`src/rtl/status_register_bank.sv`:
```
// Multi-channel status register bank: I/O logic writes masked level/sticky bits,
// the processor reads by address, clears sticky bits (write-1-to-clear) and sees change flags and an interrupt.
module status_register_bank #(
  parameter int DATA_WIDTH   = 32,
  parameter int NUM_CHANNELS = 4,
  parameter int ADDR_WIDTH   = (NUM_CHANNELS > 1) ? $clog2(NUM_CHANNELS) : 1,
  parameter logic [NUM_CHANNELS*DATA_WIDTH-1:0] RESET_VALUE = '0,
  parameter logic [NUM_CHANNELS*DATA_WIDTH-1:0] STICKY_MASK = '0
) (
  input  logic                    Clock,
  input  logic                    Reset,
  input  logic                    Sys_RegSelect,
  input  logic [ADDR_WIDTH-1:0]   Sys_Addr,
  input  logic                    Sys_RdEn,
  output logic [DATA_WIDTH-1:0]   Sys_RdData,
  input  logic                    Sys_ClrEn,
  input  logic [DATA_WIDTH-1:0]   Sys_ClrData,
  output logic [NUM_CHANNELS-1:0] Sys_Changed,
  output logic                    Sys_Irq,
  input  logic                    IO_WrEn,
  input  logic [ADDR_WIDTH-1:0]   IO_WrChannel,
  input  logic [DATA_WIDTH-1:0]   IO_WrData,
  input  logic [DATA_WIDTH-1:0]   IO_WrMask
);

  // Strobes are single-cycle qualifiers sampled on the rising edge; there is no
  // backpressure, so read, clear and IO write are all accepted in any cycle.

  logic [DATA_WIDTH-1:0]   words_q [NUM_CHANNELS];
  logic [DATA_WIDTH-1:0]   words_d [NUM_CHANNELS];
  logic [DATA_WIDTH-1:0]   io_word [NUM_CHANNELS];
  logic [NUM_CHANNELS-1:0] sticky_hit;
  logic [NUM_CHANNELS-1:0] changed_q, changed_d;
  logic [DATA_WIDTH-1:0]   rd_data_q, rd_data_d;
  logic                    irq_q, irq_d;
  logic                    rd_hit;
  logic                    clr_hit;

  assign rd_hit  = Sys_RegSelect && Sys_RdEn;
  assign clr_hit = Sys_RegSelect && Sys_ClrEn;

  for (genvar g = 0; g < NUM_CHANNELS; g++) begin : g_chan
    logic [DATA_WIDTH-1:0] sticky;
    logic [DATA_WIDTH-1:0] wr_bits;
    logic [DATA_WIDTH-1:0] set_bits;
    logic [DATA_WIDTH-1:0] clr_bits;

    assign sticky   = STICKY_MASK[g*DATA_WIDTH +: DATA_WIDTH];
    assign wr_bits  = (IO_WrEn && IO_WrChannel == ADDR_WIDTH'(g)) ? IO_WrMask : '0;
    assign set_bits = IO_WrData & wr_bits & sticky;
    assign clr_bits = (clr_hit && Sys_Addr == ADDR_WIDTH'(g)) ? (Sys_ClrData & sticky) : '0;

    // io_word is the IO-only result; it drives the change flag, which ignores clears.
    assign io_word[g] = (((words_q[g] & ~wr_bits) | (IO_WrData & wr_bits)) & ~sticky)
                      | ((words_q[g] | set_bits) & sticky);
    // Re-applying set_bits after the clear makes a simultaneous set win.
    assign words_d[g] = (io_word[g] & ~clr_bits) | set_bits;
    assign sticky_hit[g] = |(words_q[g] & sticky);
  end

  always_comb begin
    rd_data_d = rd_data_q;
    changed_d = changed_q;
    irq_d     = |sticky_hit;
    if (rd_hit) begin
      rd_data_d = '0;
      for (int i = 0; i < NUM_CHANNELS; i++) begin
        if (Sys_Addr == ADDR_WIDTH'(i)) rd_data_d = words_q[i];
      end
    end
    for (int i = 0; i < NUM_CHANNELS; i++) begin
      if (rd_hit && Sys_Addr == ADDR_WIDTH'(i)) changed_d[i] = 1'b0;
      if (io_word[i] != words_q[i]) changed_d[i] = 1'b1;
    end
  end

  always_ff @(posedge Clock or negedge Reset) begin
    if (!Reset) begin
      for (int i = 0; i < NUM_CHANNELS; i++) begin
        words_q[i] <= RESET_VALUE[i*DATA_WIDTH +: DATA_WIDTH];
      end
      rd_data_q <= '0;
      changed_q <= '0;
      irq_q     <= 1'b0;
    end else begin
      for (int i = 0; i < NUM_CHANNELS; i++) begin
        words_q[i] <= words_d[i];
      end
      rd_data_q <= rd_data_d;
      changed_q <= changed_d;
      irq_q     <= irq_d;
    end
  end

  assign Sys_RdData  = rd_data_q;
  assign Sys_Changed = changed_q;
  assign Sys_Irq     = irq_q;

endmodule

```
`config.mk`:
```
export PLATFORM = sky130hd
export DESIGN_NAME = status_register_bank
export DESIGN_NICKNAME = d
export VERILOG_FILES = /design/src/rtl/status_register_bank.sv
export SDC_FILE = /design/constraint.sdc
export NUM_CORES = 1
export LEC_CHECK = 0
export CORE_MARGIN = 5
export CORE_UTILIZATION = 55
export CTS_CLUSTER_DIAMETER = 150
export DETAILED_ROUTE_END_ITERATION = 10
export PLACE_DENSITY = 0.85
export RECOVER_POWER = 100
export SETUP_SLACK_MARGIN = 0.02
export SLEW_MARGIN = 20
export SYNTH_ARGS = -nofsm -noshare
export SYNTH_HDL_FRONTEND = slang
export SYNTH_SLANG_ARGS = --single-unit
```
`constraint.sdc`:
```
create_clock -name Clock -period 4.2 [get_ports Clock]
set_input_delay 1.26 -clock Clock [delete_from_list [all_inputs] [get_ports Clock]]
set_output_delay 1.26 -clock Clock [all_outputs]
set_load 0.01 [all_outputs]
```
Yosys cells after proc, flatten, opt, wreduce, memory -nomap -nowiden
Index checks and enable logic that the tools add are counted.
Widths: inputs -> output; s select.
- flip-flop bits (word level): 164
- bits in latches: 0
- bits in writable memories: 0
- memory bits (read-only): 0
- output and inout port bits: 37
- logic and storage cells: 66
- memories: 0
- add/subtract/negate cells: 0
- multiply operators: 0
- div/mod/pow operators: 0
- $lt $le $gt $ge: 0
- eq/ne operators: 10
- shifts and indexed selects: 0
- multiplexer cells: 16
- bitwise gates (word level): 16
- reduce and logical (&&, ||, !) cells: 15
- operator list (kind ; count):
    $and 32x32->32 ; 8
    $mux 32 ; 8
    $ne 32x32->1 ; 4
    $not 32->32 ; 4
    $or 32x32->32 ; 4
    $logic_and 1x1->1 ; 9
    $eq 2x2->1 const B ; 4
    $mux 1 ; 8
    $reduce_bool 2->1 ; 4
    $eq 2x1->1 const B ; 2
    $logic_not 2->1 ; 2

Logic depth before layout (Yosys ltp)
Gate-level depths: netlist of run 1.
- depth in word-level cells: 8
- mapped depth: 7
- gate-level depth less buffers: 6

Least setup slack after synthesis of run 1
OpenSTA, ideal clock, no wires.
- path type: input to register
- from: input port Sys_Addr[0]
- to: register rd_data_q[10] (netlist: Sys_RdData[10])
- arrival time: 2.782 ns
- path slack: 1.293 ns
- stages: 4
- cell sequence: clkbuf_1 buf_2 mux4_2 mux2_2
- longest elaborated chain between the ends: 5
- RTL lines (element ; RTL line ; RTL):
    from (decl) ; 13 ; input logic [ADDR_WIDTH-1:0] Sys_Addr,
    $logic_not 2->1 ; 68 ; if (Sys_Addr == ADDR_WIDTH'(i)) rd_data_d = words_q[i];
    $mux 32 (3 in series) ; 68 ;
    $mux 32 (*) ; 68 ;
    to (signal assigned) ; 89 ; rd_data_q <= rd_data_d;
    to (decl) ; 34 ; logic [DATA_WIDTH-1:0] rd_data_q, rd_data_d;
Every way passes the cells marked *; elsewhere a longest branch is shown, timed or not.
A chain may end at the register's enable or synchronous reset.

==> flow_summary.yaml, run 1 <==
status:
  status: "finished, violations left"
  failed_checks: "max-capacitance violations, max-slew violations"
detailed_routing:
  drc: 0
  first_pass_iters: 5
  vias: 7611
  antenna_left: 0
  viasPerCell: 6.53
  wl_per_cell_um: 26.0
  drtIter0Drc: 684
  routed_wl_um: 30300
global_route:
  grtUsageMet1: 0.415
  grt-ovfl-total: 0
  grt_first_pass_wirelength_um: 46600
  grt_max_degree: 112
  top_usage_layer: "met2"
  antenna_found_initial: 1
  met3_usage: 0.0830
  groute.usage.overall: 0.313
  met2_usage: 0.491
  grt_pass1_vias: 7763
power:
  ir_drop_mv: 0.287
  leakagePower_nw: 4.48
  power_density_nw_per_um2: 486
  power_frac_seq: 0.440
  switching_share: 0.311
  p_int_mw: 3.72
  p_sw_mw: 1.68
  p_clk_frac: 0.295
  power_frac_comb: 0.265
worst_setup_path:
  cp.arrival_ns: 4.16
  worstSetupPathType: "in -> reg"
  cp-start-kind: "input port"
  worstSetupEndpointType: "register"
  cp_max_fo: 33
  critPathRequiredTime_ns: 4.52
floorplanning:
  rows: 47
  io_pins: 143
  core_area_um2: 16600
  dieArea_um2: 19500
  start_util: 0.559
  die_w_um: 140
  die_y_um: 140
cts:
  clock_latency_ns: 0.44
  clk_pin_slew_ns: 0.06
  cts_setup_buffers: 0
  clockRootBuffer: "clkbuf_16"
  htree_levels: 4
  cts_resized: 0
  cts_sinks: 164
  clock_path_buffers: 2
  cts_hold_buf: 0
  cts_made_buffers: 17
  cts_tree: "yes"
layout:
  fin_area_um2: 11100
  fill_cells: 1291
  layout.nets: 1039
  synthToLayoutAreaGrowth_pct: 19.9
  n_antenna_cell: 0
  drive_gt1_frac: 0.254
synth:
  yosysWarnings: 0
  synth_top_cell_area_share: 0.443
  ys_types: 51
  synthCells: 836
  synthTopCellsByArea: "dfrtp_1 (44%), mux2_2 (18%), mux4_2 (7.8%)"
  syn-cell-area_um2: 9270
  syn_area_per_cell_um2: 11.1
  yosysTopAreaCell: "dfrtp_1"
  synth_fp_nets: 942
  ys_seq_area_frac: 0.443
  ys_seq_elements: 164
timing:
  final_hold_viol_count: 0
  worstMarginPinSlew_ns: 2.18
  slew_headroom: -0.451
  timing.final.ws_setup_ns: 0.356
  maxClockFrequency_ghz: 0.260
  rsz0062_at_grt: "false"
  period_share: 0.915
  setup_viol: 0
  fin_hold_ws_ns: 0.497
  final_max_slew_viol_count: 135
  period_needed_ns: 3.84
  clock-skew-final_ns: 0.0164
  fin_tns_setup_ns: 0
placement:
  postPlaceCellArea_um2: 10600
  place_congestion: 1.03
  dp_hpwl_um: 22100
  port-buffer-count: 108
  place_ws_ns: 0.293
min_path:
  hold_path.class: "reg -> reg"
run:
  drv_cap: 4
-- path summary, 6_finish.rpt --
check	from	to	slack, ns	cells after the start
max	IO_WrChannel[1]	words_q[42]	0.36	6
min in group asynchronous	Reset	words_q[47]	0.94	1
min reg2reg	Sys_RdData[7]	Sys_RdData[7]	0.50	1
max reg2reg	words_q[31]	Sys_Changed[3]	1.66	6
min	Sys_RdData[7]	Sys_RdData[7]	0.50	1
max in group asynchronous	Reset	words_q[100]	2.00	2
-- registers in the layout, indices dropped and copies added, names as in the netlist --
signal       flops
Sys_Changed      4
Sys_RdData      32
words_q        128
-- power groups by stage --
stage | clock network (mW) | logic (mW) | registers [mW]
after floorplan | 0 | 0.807 | 2.29
after global placement | 0 | 1.43 | 2.36
after detailed placement | 0 | 1.46 | 2.39
after CTS | 1.61 | 1.48 | 2.36
after global routing | 1.68 | 1.53 | 2.41
final | 1.59 | 1.43 | 2.38
-- cell type report --
| cell class | instances | area (um^2) | area share |
|---|---|---|---|
| multi-input combinational | 617 | 4920 | 0.443 |
| sequential | 164 | 4100 | 0.369 |
| clock inverter | 9 | 129 | 0.0116 |
| tap | 220 | 275 | 0.0248 |
| timing repair buffer | 131 | 1210 | 0.109 |
| inverter | 2 | 7.51 | 0.000676 |
| clock buffer | 22 | 464 | 0.0418 |
-- through the flow --
step | std cells | power [mW] | util
after global placement | 1134 | 3.79 | 0.637
final | 1165 | 5.40 | 0.670
after floorplan | 836 | 3.09 | -
after detailed placement | 1134 | 3.85 | 0.637
after global routing | 1165 | 5.63 | 0.670
after CTS | 1165 | 5.45 | 0.673
-- metal layers --
layer / routed length (um) / share of wire
met5: 11 / 0.00036
met1: 11900 / 0.39
met2: 14500 / 0.48
met3: 2720 / 0.090
met4: 1220 / 0.040
-- cells by family after synthesis --
| logic type | count (synthesis) | synth area share |
|---|---|---|
| other | 1 | 0.000405 |
| AND/OR/NAND/NOR | 276 | 0.136 |
| flip-flops | 164 | 0.443 |
| AO/OA/AOI/OAI | 115 | 0.0923 |
| XOR/XNOR | 41 | 0.0387 |
| buffers and inverters | 55 | 0.0275 |
| multiplexers | 184 | 0.262 |
-- Yosys cell counts (all sizes together) --
cell type,number
clkbuf,38
o221ai,1
o31ai,1
o22a,2
xor2,41
nand3,4
a22oi,21
o2bb2ai,6
a211oi,5
nor4bb,1
dfrtp,164
and3,2
a22o,9
buf,15
o2111ai,6
and3b,1
o211ai,8
nor4,7
a2bb2oi,2
and2b,1
nand3b,18
nor3b,1
nor2,22
or3,1
mux2,152
nand2,187
a32o,1
o21ai,17
nand4,8
or4,1
a211o,2
a21oi,3
a221oi,5
conb,1
mux4,32
a222oi,1
o22ai,18
inv,2
a32oi,2
a2111oi,5
nor3,2
nor2b,20
-- cell usage in the layout, fill, tap and decap left out, drive strengths merged, types with 3 or more instances in the layout --
cell type      netlist  layout
a221oi               5       5
nor2                22      22
nand2              187     187
nand4                8       8
nand3b              18      18
dlygate4sd3          0      39
o211ai               8       8
buf                 15      15
clkbuf              38      33
clkinv               0       4
o2111ai              6       6
nor4                 7       7
a2111oi              5       5
xor2                41      41
a22oi               21      21
o21ai               17      17
a211oi               5       5
a22o                 9       9
o2bb2ai              6       6
dfrtp              164     164
mux4                32      32
nand3                4       4
o22ai               18      18
clkdlybuf4s50        0      66
mux2               152     152
nor2b               20      20
bufinv               0       3
a21oi                3       3
-- critical path, cell delays in order --
cell and delay [ns]:
clkdlybuf4s50_1 0.59, nand2_1 0.10, nor2_2 0.08, clkbuf_1 1.55, nand2_1 0.21, mux2_2 0.35
Note: power is estimated with default switching activity, not from simulation.
==> run 2, diff against run 1 <==
--- a/config.mk
+++ b/config.mk
@@ -6,10 +6,10 @@
 export NUM_CORES = 1
 export LEC_CHECK = 0
 export CORE_MARGIN = 5
-export CORE_UTILIZATION = 55
+export CORE_UTILIZATION = 49
 export CTS_CLUSTER_DIAMETER = 150
 export DETAILED_ROUTE_END_ITERATION = 10
-export PLACE_DENSITY = 0.85
+export PLACE_DENSITY = 0.81
 export RECOVER_POWER = 100
 export SETUP_SLACK_MARGIN = 0.02
 export SLEW_MARGIN = 20
==> constraint.sdc (replaced) <==
create_clock -name Clock -period 3.1 [get_ports Clock]
set_input_delay 0.93 -clock Clock [delete_from_list [all_inputs] [get_ports Clock]]
set_output_delay 0.93 -clock Clock [all_outputs]
set_load 0.01 [all_outputs]
==> flow_summary.yaml, run 2 (synthesized netlist as in run 1, its figures left out) <==
status:
  status: "finished, violations left"
  failed_checks: "max-capacitance violations, max-slew violations"
timing:
  setup_viol: 0
  clock-skew-final_ns: 0.0118
  maxClockFrequency_ghz: 0.334
  period_share: 0.967
  worstMarginPinSlew_ns: 1.68
  slew_headroom: -0.121
  fin_hold_ws_ns: 0.497
  timing.final.ws_setup_ns: 0.103
  rsz0062_at_grt: "false"
  final_hold_viol_count: 0
  final_max_slew_viol_count: 65
  period_needed_ns: 3.00
detailed_routing:
  vias: 7910
  drc: 0
  antenna_left: 0
  wl_per_cell_um: 24.5
  first_pass_iters: 7
  viasPerCell: 6.16
  routed_wl_um: 31500
  drtIter0Drc: 702
run:
  drv_cap: 2
placement:
  place_congestion: 1.07
  port-buffer-count: 108
  dp_hpwl_um: 23700
  place_ws_ns: -0.250
  postPlaceCellArea_um2: 11400
  dp_cells: 1252
cts:
  htree_levels: 4
  clockRootBuffer: "clkbuf_16"
  clock_latency_ns: 0.43
  cts_sinks: 164
  cts_resized: 0
  clk_pin_slew_ns: 0.07
  clock_path_buffers: 2
  cts_tree: "yes"
  cts_hold_buf: 0
  cts_made_buffers: 17
  cts_setup_buffers: 0
worst_setup_path:
  critPathRequiredTime_ns: 3.42
  worstSetupPathType: "in -> reg"
  reg2reg_slack_ns: 0.70
  cp-start-kind: "input port"
  cp.arrival_ns: 3.32
  worstSetupEndpointType: "register"
  cp_max_fo: 2
layout:
  fin_area_um2: 11900
  regMostFlops: "words_q"
  fill_cells: 1444
  drive_gt1_frac: 0.338
  n_antenna_cell: 0
  layout_commonest_cell: "nand2_1"
  largest_reg_flops: 128
  layout.nets: 1143
  layout_common_cells: "nand2_1 (187), dfrtp_1 (164), mux2_2 (151)"
  fin_cells: 1284
  synthToLayoutAreaGrowth_pct: 28.7
global_route:
  groute.usage.overall: 0.294
  grt-ovfl-total: 0
  grt_pass1_vias: 8112
  grt_max_degree: 66
  antenna_found_initial: 0
  grt_first_pass_wirelength_um: 48400
floorplanning:
  start_util: 0.497
  die_w_um: 148
  core_area_um2: 18600
  rows: 50
  io_pins: 143
  dieArea_um2: 21800
  die_y_um: 148
power:
  power_density_nw_per_um2: 625
  power_mw: 7.45
  ir_drop_mv: 0.404
  leakagePower_nw: 4.99
min_path:
  hold_path.class: "reg -> reg"
-- run 2: cell count changes in the layout (fill, tap and decap cells not counted), moves of 2 or more --
cell        delta
clkbuf_2       +8
clkinv_2       -2
inv_6          +5
clkbuf_1      -11
buf_4        +104
clkinvlp_4     +3
clkbuf_8       -2
-- run 2: worst paths after layout --
path,depth (start not counted),end,start
max,7,Sys_Changed[3],IO_WrData[31]
min reg2reg,1,Sys_RdData[21],Sys_RdData[21]
max reg2reg,6,Sys_Changed[3],words_q[7]
min,1,Sys_RdData[21],Sys_RdData[21]
min in group asynchronous,1,Sys_RdData[21],Reset
max in group asynchronous,2,words_q[10],Reset
-- run 2: power breakdown --
| group | leakage, nW | total, mW | internal, mW | switching, mW |
|---|---|---|---|---|
| sequential | 1.97 | 3.22 | 2.66 | 0.555 |
| combinational | 2.75 | 2.08 | 1.18 | 0.903 |
| clock | 0.273 | 2.15 | 1.22 | 0.935 |
-- run 2: layer usage --
layer | track usage | vias up | share of wire
li1 | - | 3443 | -
met1 | 0.382 | 3987 | 0.40
met2 | 0.476 | 415 | 0.48
met3 | 0.0791 | 65 | 0.088
met4 | 0.104 | 0 | 0.031
met5 | 0 | - | 0
-- run 2: through the flow --
| step | util | TNS (ns) |
|---|---|---|
| final | 0.640 | 0 |
| after global routing | 0.640 | 0 |
| after CTS | 0.645 | 0 |
| after detailed placement | 0.613 | -0.790 |
| after global placement | 0.613 | -0.615 |
| after floorplan | - | 0 |
-- run 2: critical path, cell delays in order --
cell	delay (ns)
dlygate4sd3_1	0.58
nand3b_1	0.21
o2111ai_1	0.14
a2111oi_0	0.47
nand3_1	0.12
or4_1	0.61
a22o_1	0.26
-- run 2: cell type report --
type | count | area, um^2 | area share
multi-input combinational | 617 | 4920 | 0.413
clock inverter | 13 | 146 | 0.0123
clock buffer | 19 | 443 | 0.0371
timing repair buffer | 235 | 2010 | 0.169
sequential | 164 | 4100 | 0.344
tap | 234 | 293 | 0.0246
inverter | 2 | 7.51 | 0.000630
==> run 3, diff against run 2 <==
--- a/config.mk
+++ b/config.mk
@@ -7,7 +7,6 @@
 export LEC_CHECK = 0
 export CORE_MARGIN = 5
 export CORE_UTILIZATION = 49
-export CTS_CLUSTER_DIAMETER = 150
 export DETAILED_ROUTE_END_ITERATION = 10
 export PLACE_DENSITY = 0.81
 export RECOVER_POWER = 100
==> results of run 3 <==
Same layout as run 2: the final DEF is identical, and so are final timing and power.
